### src/rtl/axi_arbiter_stom_s3_pkg.sv
// Shared constants and selection functions for the slave-to-master response arbiter.
// Round-robin selection is enabled by defining AXI_ARB_STOM_RR_EN.
package axi_arbiter_stom_pkg;

    localparam int unsigned MAX_NUM   = 16;
    localparam int unsigned MAX_IDX_W = 4;

    localparam logic ST_IDLE = 1'b0;
    localparam logic ST_BUSY = 1'b1;

    // Round-robin pick: first set bit searching upward from last_idx+1, modulo num.
    function automatic logic [MAX_NUM-1:0] rr_sel(
        input logic [MAX_NUM-1:0]   req,
        input logic [MAX_IDX_W-1:0] last_idx,
        input int unsigned          num
    );
        logic [MAX_IDX_W-1:0] idx;
        rr_sel = '0;
        // Walk the search order backwards so the nearest candidate is written last.
        for (int k = int'(num); k >= 1; k--) begin
            idx = MAX_IDX_W'((int'(last_idx) + k) % int'(num));
            if (req[idx]) begin
                rr_sel = MAX_NUM'(1) << idx;
            end
        end
    endfunction

    // Fixed priority pick: lowest set index wins.
    function automatic logic [MAX_NUM-1:0] pri_sel(
        input logic [MAX_NUM-1:0] req
    );
        logic [MAX_IDX_W-1:0] idx;
        pri_sel = '0;
        for (int i = int'(MAX_NUM) - 1; i >= 0; i--) begin
            idx = MAX_IDX_W'(i);
            if (req[idx]) begin
                pri_sel = MAX_NUM'(1) << idx;
            end
        end
    endfunction

endpackage

### src/rtl/axi_arbiter_stom_s3_if.sv
// Request/grant bundle between the slave-side R/B channels and the response arbiter.
interface axi_arbiter_stom_s3_if #(
    parameter int unsigned NUM = 3
);
    logic [NUM-1:0] RSELECT;
    logic [NUM-1:0] RVALID;
    logic [NUM-1:0] RLAST;
    logic           RREADY;
    logic [NUM-1:0] RGRANT;
    logic [NUM-1:0] BSELECT;
    logic [NUM-1:0] BVALID;
    logic           BREADY;
    logic [NUM-1:0] BGRANT;

    // Driver side: the slaves and the master's ready signals.
    modport master (
        output RSELECT, RVALID, RLAST, RREADY,
        output BSELECT, BVALID, BREADY,
        input  RGRANT, BGRANT
    );

    // Arbiter side.
    modport slave (
        input  RSELECT, RVALID, RLAST, RREADY,
        input  BSELECT, BVALID, BREADY,
        output RGRANT, BGRANT
    );
endinterface

### src/rtl/axi_arbiter_stom_s3_ch.sv
// One response channel: grant FSM, held grant and selection pointer.
// Round-robin pointer exists only when AXI_ARB_STOM_RR_EN is defined.
module axi_arbiter_stom_ch
    import axi_arbiter_stom_pkg::*;
#(
    parameter int unsigned NUM = 3
) (
    input  logic           ACLK,
    input  logic           ARESETn,
    input  logic [NUM-1:0] select,
    input  logic [NUM-1:0] valid,
    input  logic [NUM-1:0] last,
    input  logic           ready,
    output logic [NUM-1:0] grant
);

    logic           state_q;
    logic           state_d;
    logic [NUM-1:0] req;
    logic [NUM-1:0] sel_grant;
    logic [NUM-1:0] grant_reg;
    logic           done;

    assign req  = select & valid;
    assign done = (|(grant & valid & last)) & ready;

`ifdef AXI_ARB_STOM_RR_EN
    localparam int unsigned IW = (NUM > 1) ? $clog2(NUM) : 1;

    logic [IW-1:0] last_idx;
    logic [IW-1:0] done_idx;

    assign sel_grant = NUM'(rr_sel(MAX_NUM'(req), MAX_IDX_W'(last_idx), NUM));

    always_comb begin
        done_idx = '0;
        for (int i = 0; i < int'(NUM); i++) begin
            if (grant[i]) begin
                done_idx = IW'(i);
            end
        end
    end

    // Pointer remembers the most recently completed grant.
    always_ff @(posedge ACLK) begin
        if (!ARESETn) begin
            last_idx <= IW'(NUM - 1);
        end else if (done) begin
            last_idx <= done_idx;
        end
    end
`else
    assign sel_grant = NUM'(pri_sel(MAX_NUM'(req)));
`endif

    // State register.
    always_ff @(posedge ACLK) begin
        if (!ARESETn) begin
            state_q <= ST_IDLE;
        end else begin
            state_q <= state_d;
        end
    end

    // Next-state logic.
    always_comb begin
        state_d = state_q;
        case (state_q)
            ST_IDLE: if ((|grant) && !done) state_d = ST_BUSY;
            ST_BUSY: if (done)              state_d = ST_IDLE;
        endcase
    end

    // Grant output: combinational in IDLE, held in BUSY, zero under reset.
    always_comb begin
        grant = '0;
        if (ARESETn) begin
            case (state_q)
                ST_IDLE: grant = sel_grant;
                ST_BUSY: grant = grant_reg;
            endcase
        end
    end

    always_ff @(posedge ACLK) begin
        if (!ARESETn) begin
            grant_reg <= '0;
        end else if ((state_q == ST_IDLE) && (state_d == ST_BUSY)) begin
            grant_reg <= grant;
        end else if ((state_q == ST_BUSY) && done) begin
            grant_reg <= '0;
        end
    end

endmodule

### src/rtl/axi_arbiter_stom_s3.sv
// Slave-to-master response arbiter: independent R and B grant channels for one master.
// Define AXI_ARB_STOM_RR_EN for round-robin; otherwise lowest index wins.
module axi_arbiter_stom_s3
    import axi_arbiter_stom_pkg::*;
#(
    parameter int unsigned NUM = 3
) (
    input  logic                  ACLK,
    input  logic                  ARESETn,
    axi_arbiter_stom_s3_if.slave  bus
);

    axi_arbiter_stom_ch #(.NUM(NUM)) u_r_ch (
        .ACLK    (ACLK),
        .ARESETn (ARESETn),
        .select  (bus.RSELECT),
        .valid   (bus.RVALID),
        .last    (bus.RLAST),
        .ready   (bus.RREADY),
        .grant   (bus.RGRANT)
    );

    // Write responses are single beats, so every B beat is last.
    axi_arbiter_stom_ch #(.NUM(NUM)) u_b_ch (
        .ACLK    (ACLK),
        .ARESETn (ARESETn),
        .select  (bus.BSELECT),
        .valid   (bus.BVALID),
        .last    ({NUM{1'b1}}),
        .ready   (bus.BREADY),
        .grant   (bus.BGRANT)
    );

endmodule

### src/flat_wrapper.sv
// flat-port wrapper written by rule: the top's interface ports become plain ports
module axi_arbiter_stom_s3_flat import axi_arbiter_stom_pkg::*;
#(
    parameter int unsigned NUM = 3
)
  (ACLK, ARESETn, bus_RSELECT, bus_RVALID, bus_RLAST, bus_RREADY, bus_BSELECT, bus_BVALID, bus_BREADY, bus_RGRANT, bus_BGRANT);
  axi_arbiter_stom_s3_if #(.NUM(NUM)) bus_i ();
  input  logic ACLK;
  input  logic ARESETn;
  input wire logic [$bits(bus_i.RSELECT)-1:0] bus_RSELECT;
  input wire logic [$bits(bus_i.RVALID)-1:0] bus_RVALID;
  input wire logic [$bits(bus_i.RLAST)-1:0] bus_RLAST;
  input wire logic [$bits(bus_i.RREADY)-1:0] bus_RREADY;
  input wire logic [$bits(bus_i.BSELECT)-1:0] bus_BSELECT;
  input wire logic [$bits(bus_i.BVALID)-1:0] bus_BVALID;
  input wire logic [$bits(bus_i.BREADY)-1:0] bus_BREADY;
  output wire logic [$bits(bus_i.RGRANT)-1:0] bus_RGRANT;
  output wire logic [$bits(bus_i.BGRANT)-1:0] bus_BGRANT;
  assign bus_i.RSELECT = bus_RSELECT;
  assign bus_i.RVALID = bus_RVALID;
  assign bus_i.RLAST = bus_RLAST;
  assign bus_i.RREADY = bus_RREADY;
  assign bus_i.BSELECT = bus_BSELECT;
  assign bus_i.BVALID = bus_BVALID;
  assign bus_i.BREADY = bus_BREADY;
  assign bus_RGRANT = bus_i.RGRANT;
  assign bus_BGRANT = bus_i.BGRANT;
  axi_arbiter_stom_s3 #(.NUM(NUM)) u_core (.ACLK(ACLK), .ARESETn(ARESETn), .bus(bus_i));
endmodule
### config.mk
export PLATFORM = sky130hd
export DESIGN_NAME = axi_arbiter_stom_s3_flat
export DESIGN_NICKNAME = d
export VERILOG_FILES = /design/src/rtl/axi_arbiter_stom_s3_pkg.sv /design/src/rtl/axi_arbiter_stom_s3_if.sv /design/src/rtl/axi_arbiter_stom_s3_ch.sv /design/src/rtl/axi_arbiter_stom_s3.sv /design/src/flat_wrapper.sv
export SDC_FILE = /design/constraint.sdc
export NUM_CORES = 1
export LEC_CHECK = 0
export ABC_CLOCK_PERIOD_IN_PS = 1900
export BUFFER_PORTS_ARGS = -buffer_cell sky130_fd_sc_hd__buf_2
export CELL_PAD_IN_SITES_DETAIL_PLACEMENT = 0
export CELL_PAD_IN_SITES_GLOBAL_PLACEMENT = 1
export CORE_MARGIN = 2
export CORE_UTILIZATION = 30
export CTS_CLUSTER_SIZE = 40
export DETAILED_ROUTE_END_ITERATION = 8
export HOLD_SLACK_MARGIN = 0.05
export PLACE_DENSITY_LB_ADDON = 0.1
export SLEW_MARGIN = 15
export SYNTH_ARGS = -nofsm -noshare
export SYNTH_HDL_FRONTEND = slang
export SYNTH_SLANG_ARGS = --single-unit
### constraint.sdc
create_clock -name ACLK -period 1.9 [get_ports ACLK]
set_input_delay 0.095 -clock ACLK [delete_from_list [all_inputs] [get_ports ACLK]]
set_output_delay 0.095 -clock ACLK [all_outputs]
set_load 0.05 [all_outputs]
==> results by group, run 1 <==
CTS
  – Worst-case clock buffer depth: 2
  – Setup Fix Bufs, Post-CTS: 0
  – Clock latency on the worst-skew pair: 240 ps
  – Clk slew on worst S/H paths: 50 ps
  – Clk sinks: 8
  – # resized after CTS: 0
  – CTS buffer count: 3
  – H-tree depth: 1
  – CTS root buf: clkbuf_4
  – TritonCTS clock tree: done
  – Cts hold-fix bufs: 0

Worst setup path
  – Crit-path max FO: 7
  – Arrival @ worst endpoint: 1560 ps
  – Crit path launch type: register
  – CP delay by family, top: compound AO/OA/AOI/OAI gates
  – Critical path type: reg2out
  – Data required time at the worst endpoint: 1800 ps
  – Worst setup EP type: primary output
  – Buf/Inv on CP: 1
  – CP Cell Sequence: a21oi_2 > a41o_1 > and2_2 > buf_2
  – Max incr delay on CP: 370 ps
  – Critical Path Slowest Stage Cell: dfxtp_1

Floorplan
  – Rows: 17
  – Initial Util: 32.2%
  – Number of top-level pins: 25
  – Chip Height: 53.2 um
  – Full die area: 2830 um2
  – Core footprint: 2250 um2
  – Die span in x: 53.2 um

Global route
  – Gr usage total: 15.0%
  – Initial antenna violation count: 0
  – Vias in the first global route: 728
  – Gr ovfl total: 0
  – First-pass GRT wire length: 3080 um
  – Largest net degree at the start of global routing: 23

Power
  – VDD IR-drop max: 0.000223 V
  – Lkg Pwr: 0.401 nW
  – Pwr dens: 569 nW/um2

Run
  – Max Cap Violations: 0

Timing
  – Max_slew headroom: 73.5%
  – Final setup viols: 0
  – Final Max Slew Viols: 0
  – RSZ-0062 raised after global routing: no
  – Final Hold Fails: 0
  – Tmin final: 1650 ps
  – Slew @ Worst Pin: 397 ps
  – Max frequency: 606 MHz
  – Fin Setup TNS: 0 ps
  – Fin Clk Skew: 1.81 ps
  – Setup ws final: 249 ps
  – Final period util: 86.9%

Yosys
  – Synth unique cells: 40
  – #FFs+latches synth: 8
  – Seq/Total Area, Yosys: 22.0%
  – Gate Count Post-Synth: 90
  – Mapped Area: 727 um2
  – Post-synth EDFFs: 0
  – Syn Nets: 109
  – Yosys Warn Count: 0
  – Main synth FF type: dfxtp_1
  – Asr flop ratio synth: 0%
  – Mean post-synth cell area: 8.08 um2

Final layout
  – P&R area growth vs syn: 23.8%
  – # fillers: 255
  – Most frequent cells in the layout: buf_2 (24), nand2_1 (15), dfxtp_1 (8)
  – ANT cells: 0
  – Layout Nets: 136
  – Layout cells sized above 1: 38.3%
  – Most common cell after layout, fill and taps aside: buf_2

Placed design
  – Routability Congestion: 0.769
  – Port Buffers: 24
  – Place WS: 303 ps
  – Hpwl dp: 1520 um

Route
  – Routed wire per std cell: 13.0 um
  – Final WL: 1870 um
  – Via density: 5.47
  – Residual DRC: 0
  – Via Count: 782
  – ANT nets after route: 0
  – Initial DRC count: 17
  – Drt first pass iters: 4

Outcome
  – Status: completed

Worst hold path
  – Hold Crit Class: in2reg
## cells by family after synthesis
group | after synthesis | synth area share, %
AND/OR/NAND/NOR | 43 | 30.5
AO/OA/AOI/OAI | 30 | 37.4
flip-flops | 8 | 22.0
buffers and inverters | 7 | 7.23
multiplexers | 2 | 2.93
## worst min-delay path: stages
cell and delay [ps]:
buf_2 110, a21oi_2 100, nand2_1 100, a221oi_2 60
## cells in the mapped netlist (2+ instances only)
cell type / count / area (um2)
buf_6: 2 / 22.5
a32oi_1: 2 / 17.5
nand3_1: 5 / 25.0
o31ai_2: 2 / 25.0
nor3_1: 2 / 10.0
and2_1: 2 / 12.5
o21ai_0: 3 / 15.0
dfxtp_1: 8 / 160
a221oi_2: 3 / 45.0
a21oi_1: 2 / 10.0
and2_2: 2 / 15.0
a211oi_2: 2 / 25.0
o31ai_1: 4 / 30.0
nor2_1: 7 / 26.3
and3_1: 3 / 18.8
nand2_1: 15 / 56.3
inv_1: 3 / 11.3
## report_power, final
group	switching, mW	internal (mW)	leakage, nW
Clock	0.0527	0.0719	0.0138
Combinational	0.113	0.0730	0.321
Sequential	0.0182	0.183	0.0658
## path summary, 6_finish.rpt
check	start	endpoint	slack (ps)	cells past startpoint
hold reg to reg	u_core.u_b_ch.grant_reg[0]	u_core.u_b_ch.grant_reg[0]	470	2
hold / removal	bus_BSELECT[0]	u_core.u_b_ch.grant_reg[1]	270	4
setup / recovery	u_core.u_b_ch.state_q	bus_BGRANT[2]	250	4
setup reg to reg	u_core.u_b_ch.state_q	u_core.u_b_ch.grant_reg[2]	300	5
## final cells by class
cell class / count / area (um2) / area share [%]
clock buffers: 3 / 22.5 / 2.50
inverters: 3 / 11.3 / 1.25
multi-input cells: 75 / 536 / 59.5
flip-flops and latches: 8 / 160 / 17.8
well taps: 28 / 35.0 / 3.89
repair buffers: 26 / 135 / 15.0
## stage by stage
step / area, um2 / total power [mW] / instances / utilization (%) / hold WS (ps)
floorplan: 748 / 0.342 / 90 / - / 341
global placement: 877 / 0.390 / 140 / 38.9 / 485
detailed placement: 877 / 0.390 / 140 / 38.9 / 468
CTS: 900 / 0.519 / 143 / 39.9 / 267
global route: 900 / 0.548 / 143 / 39.9 / 284
finish: 900 / 0.512 / 143 / 39.9 / 273
## metal layers
layer  up-vias  part of all wire (%)  global-route usage [%]
met5         -                     0                       0
met4         0                   2.4                    9.40
met3         4                   6.4                    3.11
met2        30                    41                    23.0
met1       350                    50                    18.8
li1        398                     -                       -
No activity file was read; power rests on OpenSTA's default activity.
==> run 2: changes to the inputs <==
--- a/config.mk
+++ b/config.mk
@@ -5,6 +5,7 @@
 export SDC_FILE = /design/constraint.sdc
 export NUM_CORES = 1
 export LEC_CHECK = 0
+export ABC_AREA = 1
 export ABC_CLOCK_PERIOD_IN_PS = 1900
 export BUFFER_PORTS_ARGS = -buffer_cell sky130_fd_sc_hd__buf_2
 export CELL_PAD_IN_SITES_DETAIL_PLACEMENT = 0
@@ -14,7 +15,7 @@
 export CTS_CLUSTER_SIZE = 40
 export DETAILED_ROUTE_END_ITERATION = 8
 export HOLD_SLACK_MARGIN = 0.05
-export PLACE_DENSITY_LB_ADDON = 0.1
+export PLACE_DENSITY = 0.74
 export SLEW_MARGIN = 15
 export SYNTH_ARGS = -nofsm -noshare
 export SYNTH_HDL_FRONTEND = slang
==> run 2 against run 1 <==
  * Core utilization increased by 0.37 points
  * Hold slack got worse by 98 ps
  * Clock-buffer cell count unchanged
  * Combinational power increased by 39%
  * Largest power group is now combinational logic
  * Largest cell class unchanged
  * Setup slack improved by 130 ps
==> results by group, run 2 <==
Power
  – Pwr dens: 763 nW/um2
  – Lkg Pwr: 0.414 nW
  – VDD IR-drop max: 0.000302 V

Worst setup path
  – Critical Path Slowest Stage Cell: dfxtp_1
  – Buf/Inv on CP: 3
  – Crit-path max FO: 7
  – Arrival @ worst endpoint: 1430 ps
  – Worst setup EP type: primary output
  – Data required time at the worst endpoint: 1800 ps
  – Critical path type: reg2out
  – Max incr delay on CP: 370 ps
  – CP most frequent cell: nand2_1
  – CP Cell Sequence: inv_2 > nand2_1 > o21ai_1 > nand2_1 > inv_1 > buf_2
  – CP delay by family, top: buffers and inverters
  – Crit path launch type: register

CTS
  – H-tree depth: 1
  – Clk sinks: 8
  – Clk slew on worst S/H paths: 50 ps
  – CTS buffer count: 3
  – Worst-case clock buffer depth: 2
  – # resized after CTS: 0
  – Clock latency on the worst-skew pair: 250 ps
  – Cts hold-fix bufs: 0
  – CTS root buf: clkbuf_4
  – Setup Fix Bufs, Post-CTS: 0
  – TritonCTS clock tree: done

Global route
  – Initial antenna violation count: 0
  – Gr ovfl total: 0
  – First-pass GRT wire length: 2580 um
  – Vias in the first global route: 674
  – Gr usage total: 13.8%
  – Largest net degree at the start of global routing: 10

Floorplan
  – Die span in x: 49.3 um
  – Rows: 16
  – Full die area: 2430 um2
  – Chip Height: 49.3 um
  – Initial Util: 31.8%
  – Number of top-level pins: 25
  – Core footprint: 1940 um2

Timing
  – Max frequency: 658 MHz
  – Final Max Slew Viols: 0
  – Final Hold Fails: 0
  – Tmin final: 1520 ps
  – Final period util: 80.0%
  – Slew @ Worst Pin: 277 ps
  – Fin Setup TNS: 0 ps
  – Final setup viols: 0
  – Setup ws final: 380 ps
  – Worst hold slack: 175 ps
  – Fin Clk Skew: 0.164 ps
  – RSZ-0062 raised after global routing: no
  – Max_slew headroom: 81.5%

Worst hold path
  – Hold Crit Class: in2reg

Placed design
  – Hpwl dp: 1210 um
  – Port Buffers: 24
  – Routability Congestion: 0.755
  – Place WS: 499 ps
  – Post-DP Area: 759 um2

Final layout
  – P&R area growth vs syn: 26.8%
  – ANT cells: 0
  – Most common cell after layout, fill and taps aside: buf_2
  – Most frequent cells in the layout: buf_2 (24), nand2_1 (23), nand3_1 (19)
  – Layout Nets: 145
  – Layout cells sized above 1: 37.9%
  – # fillers: 216
  – Post-route cell area: 782 um2

Route
  – Initial DRC count: 14
  – Routed wire per std cell: 9.88 um
  – Met2 wire len: 688 um
  – Uppermost layer routed: met4
  – Final WL: 1490 um
  – Via density: 4.57
  – Met3 Wirelength: 112 um
  – Wl on met1: 656 um
  – Drt first pass iters: 4
  – Via Count: 690
  – Residual DRC: 0
  – ANT nets after route: 0

Outcome
  – Status: completed

Yosys
  – Synth unique cells: 18
  – Post-synth top cells: nand2_1 (23), nand3_1 (19), inv_1 (9)
  – Gate Count Post-Synth: 98
  – Mean post-synth cell area: 6.29 um2
  – Yosys Warn Count: 0
  – Seq/Total Area, Yosys: 26.0%
  – Post-synth top area share: 26.0%
  – Syn Nets: 117
  – Mapped Area: 617 um2
  – Post-synth EDFFs: 0
  – Asr flop ratio synth: 0%
  – Yosys top cell by area: dfxtp_1
  – Most common cell in the netlist: nand2_1
  – Largest cells by area after synthesis: dfxtp_1 (26%), nand3_1 (15%), nand2_1 (14%), nand2_2 (6.1%), inv_1 (5.5%)
  – #FFs+latches synth: 8
  – Main synth FF type: dfxtp_1

Run
  – Max Cap Violations: 0
[run 2: changes by cell type after synthesis, moves of 3 or more]
| cell | previous run | this run |
|---|---|---|
| and3_1 | 3 | 0 |
| inv_1 | 3 | 9 |
| inv_2 | 0 | 5 |
| nand2_1 | 15 | 23 |
| nand2_2 | 0 | 6 |
| a221oi_2 | 3 | 0 |
| o31ai_1 | 4 | 0 |
| a21oi_1 | 2 | 6 |
| nand3_1 | 5 | 19 |
[run 2: per-layer routing]
metal / track usage [%] / up-vias
met5: 0 / -
met4: 4.29 / 0
met3: 5.52 / 6
met2: 25.5 / 26
met1: 13.9 / 288
li1: - / 370
[run 2: cells by family (layout without fill, tap and decap cells)]
logic type / Yosys count / count (layout) / synth area share [%]
AND/OR/NAND/NOR: 62 / 62 / 50.7
AO/OA/AOI/OAI: 13 / 13 / 13.0
buffers and inverters: 15 / 41 / 10.3
flip-flops: 8 / 8 / 26.0
[run 2: where the power goes]
part / internal (mW) / total, mW / switching (mW)
sequential: 0.185 / 0.206 / 0.0214
clock: 0.0724 / 0.132 / 0.0596
combinational: 0.0829 / 0.258 / 0.175
[run 2: path summary, 6_finish.rpt]
kind / start / to / slack [ps] / cells past startpoint
max: u_core.u_b_ch.state_q / bus_BGRANT[2] / 380 / 6
min: bus_BREADY / u_core.u_b_ch.state_q / 170 / 4
max reg2reg: u_core.u_b_ch.state_q / u_core.u_b_ch.grant_reg[1] / 500 / 7
min reg2reg: u_core.u_b_ch.grant_reg[0] / u_core.u_b_ch.grant_reg[0] / 480 / 2
[run 2: final cells by class]
| class | count | area, um2 | area share, % |
|---|---|---|---|
| clock buffers | 3 | 22.5 | 2.88 |
| inverters | 14 | 52.6 | 6.72 |
| multi-input cells | 75 | 393 | 50.2 |
| flip-flops and latches | 8 | 160 | 20.5 |
| well taps | 27 | 33.8 | 4.32 |
| repair buffers | 24 | 120 | 15.4 |
[run 2: stage by stage]
stage | utilization (%) | instances | total power, mW
detailed placement | 39.1 | 148 | 0.469
global route | 40.3 | 151 | 0.643
global placement | 39.1 | 148 | 0.468
finish | 40.3 | 151 | 0.597
floorplan | - | 98 | 0.409
CTS | 40.3 | 151 | 0.607
[run 2: tightest hold or removal path, cell delays in order]
cell and delay [ps]:
buf_2 110, nand2_4 70, o21ai_0 70, nor2_1 40
==> run 3: changes to the inputs <==
--- a/config.mk
+++ b/config.mk
@@ -5,17 +5,17 @@
 export SDC_FILE = /design/constraint.sdc
 export NUM_CORES = 1
 export LEC_CHECK = 0
-export ABC_AREA = 1
-export ABC_CLOCK_PERIOD_IN_PS = 1900
+export ABC_AREA = 0
+export ABC_CLOCK_PERIOD_IN_PS = 1300
 export BUFFER_PORTS_ARGS = -buffer_cell sky130_fd_sc_hd__buf_2
 export CELL_PAD_IN_SITES_DETAIL_PLACEMENT = 0
 export CELL_PAD_IN_SITES_GLOBAL_PLACEMENT = 1
 export CORE_MARGIN = 2
-export CORE_UTILIZATION = 30
+export CORE_UTILIZATION = 31
 export CTS_CLUSTER_SIZE = 40
 export DETAILED_ROUTE_END_ITERATION = 8
 export HOLD_SLACK_MARGIN = 0.05
-export PLACE_DENSITY = 0.74
+export PLACE_DENSITY = 0.72
 export SLEW_MARGIN = 15
 export SYNTH_ARGS = -nofsm -noshare
 export SYNTH_HDL_FRONTEND = slang
==> constraint.sdc (replaced) <==
create_clock -name ACLK -period 1.3 [get_ports ACLK]
set_input_delay 0.065 -clock ACLK [delete_from_list [all_inputs] [get_ports ACLK]]
set_output_delay 0.065 -clock ACLK [all_outputs]
set_load 0.05 [all_outputs]
==> run 3 against run 2 <==
  * The flow now finishes with violations (negative setup slack)
  * Critical endpoint is now u_core.u_b_ch.grant_reg[1]
  * Cell area rose by 57%
  * Global-route usage rose by 4.8 points
  * Final cell count grew 8.6%
==> results by group, run 3 (synthesis gave the netlist of run 1 again) <==
Worst hold path
  – Hold Crit Class: in2reg
  – Worst Hold End: u_core.u_r_ch.state_q
  – HP Start: bus_RSELECT[2]
  – Hold path cells: 4

Route
  – Uppermost layer routed: met4
  – Drt first pass iters: 4
  – Initial DRC count: 8
  – Met2 wire len: 1150 um
  – Routed wire per std cell: 13.9 um
  – Via density: 5.39
  – ANT nets after route: 0
  – Residual DRC: 0
  – Via Count: 884
  – Wl on met1: 956 um
  – Final WL: 2270 um
  – Met3 Wirelength: 139 um

CTS
  – CTS root buf: clkbuf_4
  – TritonCTS clock tree: done
  – Clock latency on the worst-skew pair: 240 ps
  – Worst-case clock buffer depth: 2
  – CTS buffer count: 3
  – H-tree depth: 1
  – Clk sinks: 8
  – Clk slew on worst S/H paths: 60 ps

Timing
  – Final setup viols: 12
  – Final Max Slew Viols: 0
  – Final Hold Fails: 0
  – Slew @ Worst Pin: 288 ps
  – Fin Clk Skew: 0.163 ps
  – Tmin final: 1450 ps
  – Setup ws final: -148 ps
  – Max frequency: 691 MHz
  – Max_slew headroom: 80.6%
  – RSZ-0062 raised after global routing: yes
  – Final period util: 111%

Global route
  – Gr usage total: 18.5%
  – First-pass GRT wire length: 3730 um
  – Largest net degree at the start of global routing: 12
  – Gr ovfl total: 0
  – Vias in the first global route: 883
  – Initial antenna violation count: 0

Floorplan
  – Initial Util: 32.9%
  – Number of top-level pins: 25
  – Rows: 17
  – Chip Height: 52.4 um
  – Die span in x: 52.4 um
  – Full die area: 2750 um2
  – Core footprint: 2210 um2

Worst setup path
  – Reg-to-reg startpoint: u_core.u_b_ch.state_q
  – Max incr delay on CP: 380 ps
  – Crit path launch type: register
  – CP most frequent cell: a211oi_2
  – R2r endpoint: u_core.u_b_ch.grant_reg[1]
  – Critical path type: reg2reg
  – Worst reg2reg path depth: 5
  – CP Cell Sequence: and2_4 > a41o_1 > a211oi_2 > a211oi_2 > a221oi_2
  – Critical Path Slowest Stage Cell: dfxtp_4
  – Arrival @ worst endpoint: 1610 ps
  – Data required time at the worst endpoint: 1460 ps
  – Reg-to-reg slack, setup: -150 ps
  – Worst setup EP type: register
  – Crit-path max FO: 8

Final layout
  – # fillers: 216
  – Final Non-Filler Cells: 164
  – Layout cells sized above 1: 62.5%
  – Most common cell after layout, fill and taps aside: buf_4
  – Post-route cell area: 1230 um2
  – P&R area growth vs syn: 68.8%
  – Layout Nets: 157
  – ANT cells: 0
  – Most frequent cells in the layout: buf_4 (20), buf_2 (18), nand2_1 (13)
  – Post-Route Utilization: 55.5%

Placed design
  – Post-DP Area: 1030 um2
  – Port Buffers: 24
  – Routability Congestion: 0.768
  – Hpwl dp: 1720 um
  – Placed cell count: 154

Power
  – VDD IR-drop max: 0.000392 V
  – Lkg Pwr: 0.548 nW
  – Total Power: 0.912 mW
  – Pwr dens: 743 nW/um2

Run
  – Max Cap Violations: 0

Outcome
  – Failing checks: negative setup slack
  – Status: complete, but fails checks
-- run 3: cell count changes in the layout (fill, tap and decap cells not counted), sizes merged, moves of 3 or more --
cell	change
nand2	-16
o31ai	+6
a21oi	-5
and3	+4
buf	+23
and2	+5
nand3	-16
a221oi	+3
inv	-11
-- run 3: metal layers --
layer  GRT usage, %  up-vias
met1           21.6      407
met4           7.69        0
li1               -      442
met5              0        -
met3           2.86        4
met2           33.1       31
-- run 3: power breakdown --
group	internal [mW]	switching, mW	total (mW)
registers	0.270	0.0291	0.299
logic	0.208	0.215	0.423
clock network	0.106	0.0844	0.190
-- run 3: layout make-up --
class                           count  area, um2  share of cell area [%]
Multi-Input combinational cell     75        644                    52.5
Tap cell                           28       35.0                    2.85
Sequential cell                     8        165                    13.5
Clock buffer                        3       22.5                    1.83
Inverter                            3       11.3                   0.917
Timing Repair Buffer               47        349                    28.4
-- run 3: how the worst max path moves through the flow --
stage                                     start                         end  slack (ps)  cells past startpoint
after floorplan           u_core.u_r_ch.state_q  u_core.u_r_ch.grant_reg[0]        -360                      6
after global placement    u_core.u_b_ch.state_q  u_core.u_b_ch.grant_reg[1]        -180                      5
after detailed placement  u_core.u_b_ch.state_q  u_core.u_b_ch.grant_reg[1]        -220                      5
after CTS                 u_core.u_b_ch.state_q               bus_BGRANT[2]        -150                      4
after global routing      u_core.u_b_ch.state_q  u_core.u_b_ch.grant_reg[1]        -220                      5
final                     u_core.u_b_ch.state_q  u_core.u_b_ch.grant_reg[1]        -150                      5
-- run 3: worst max-delay path: cells and delay by family, from the launching register on --
family	cells	cell delay, ps
AOI/OAI and AO/OA	4	830
DFF	1	380
and+or+nand+nor	1	150
-- run 3: per-stage QoR --
stage / worst slack (ps) / hold slack (ps) / setup TNS, ps
2_1_floorplan: -360 / 311 / -1850
3_3_place_gp: -178 / 492 / -1030
3_5_place_dp: -222 / 498 / -1270
4_1_cts: -147 / 267 / -863
5_1_grt: -222 / 320 / -1630
6_report: -148 / 287 / -819
-- run 3: timing repair --
item,in CTS,in global routing
gates resized for setup,23,10
endpoints found under the hold margin,0,0
setup endpoints to repair,14,14
pin swaps,16,5
hold buffers,0,0
buffers inserted,6,1
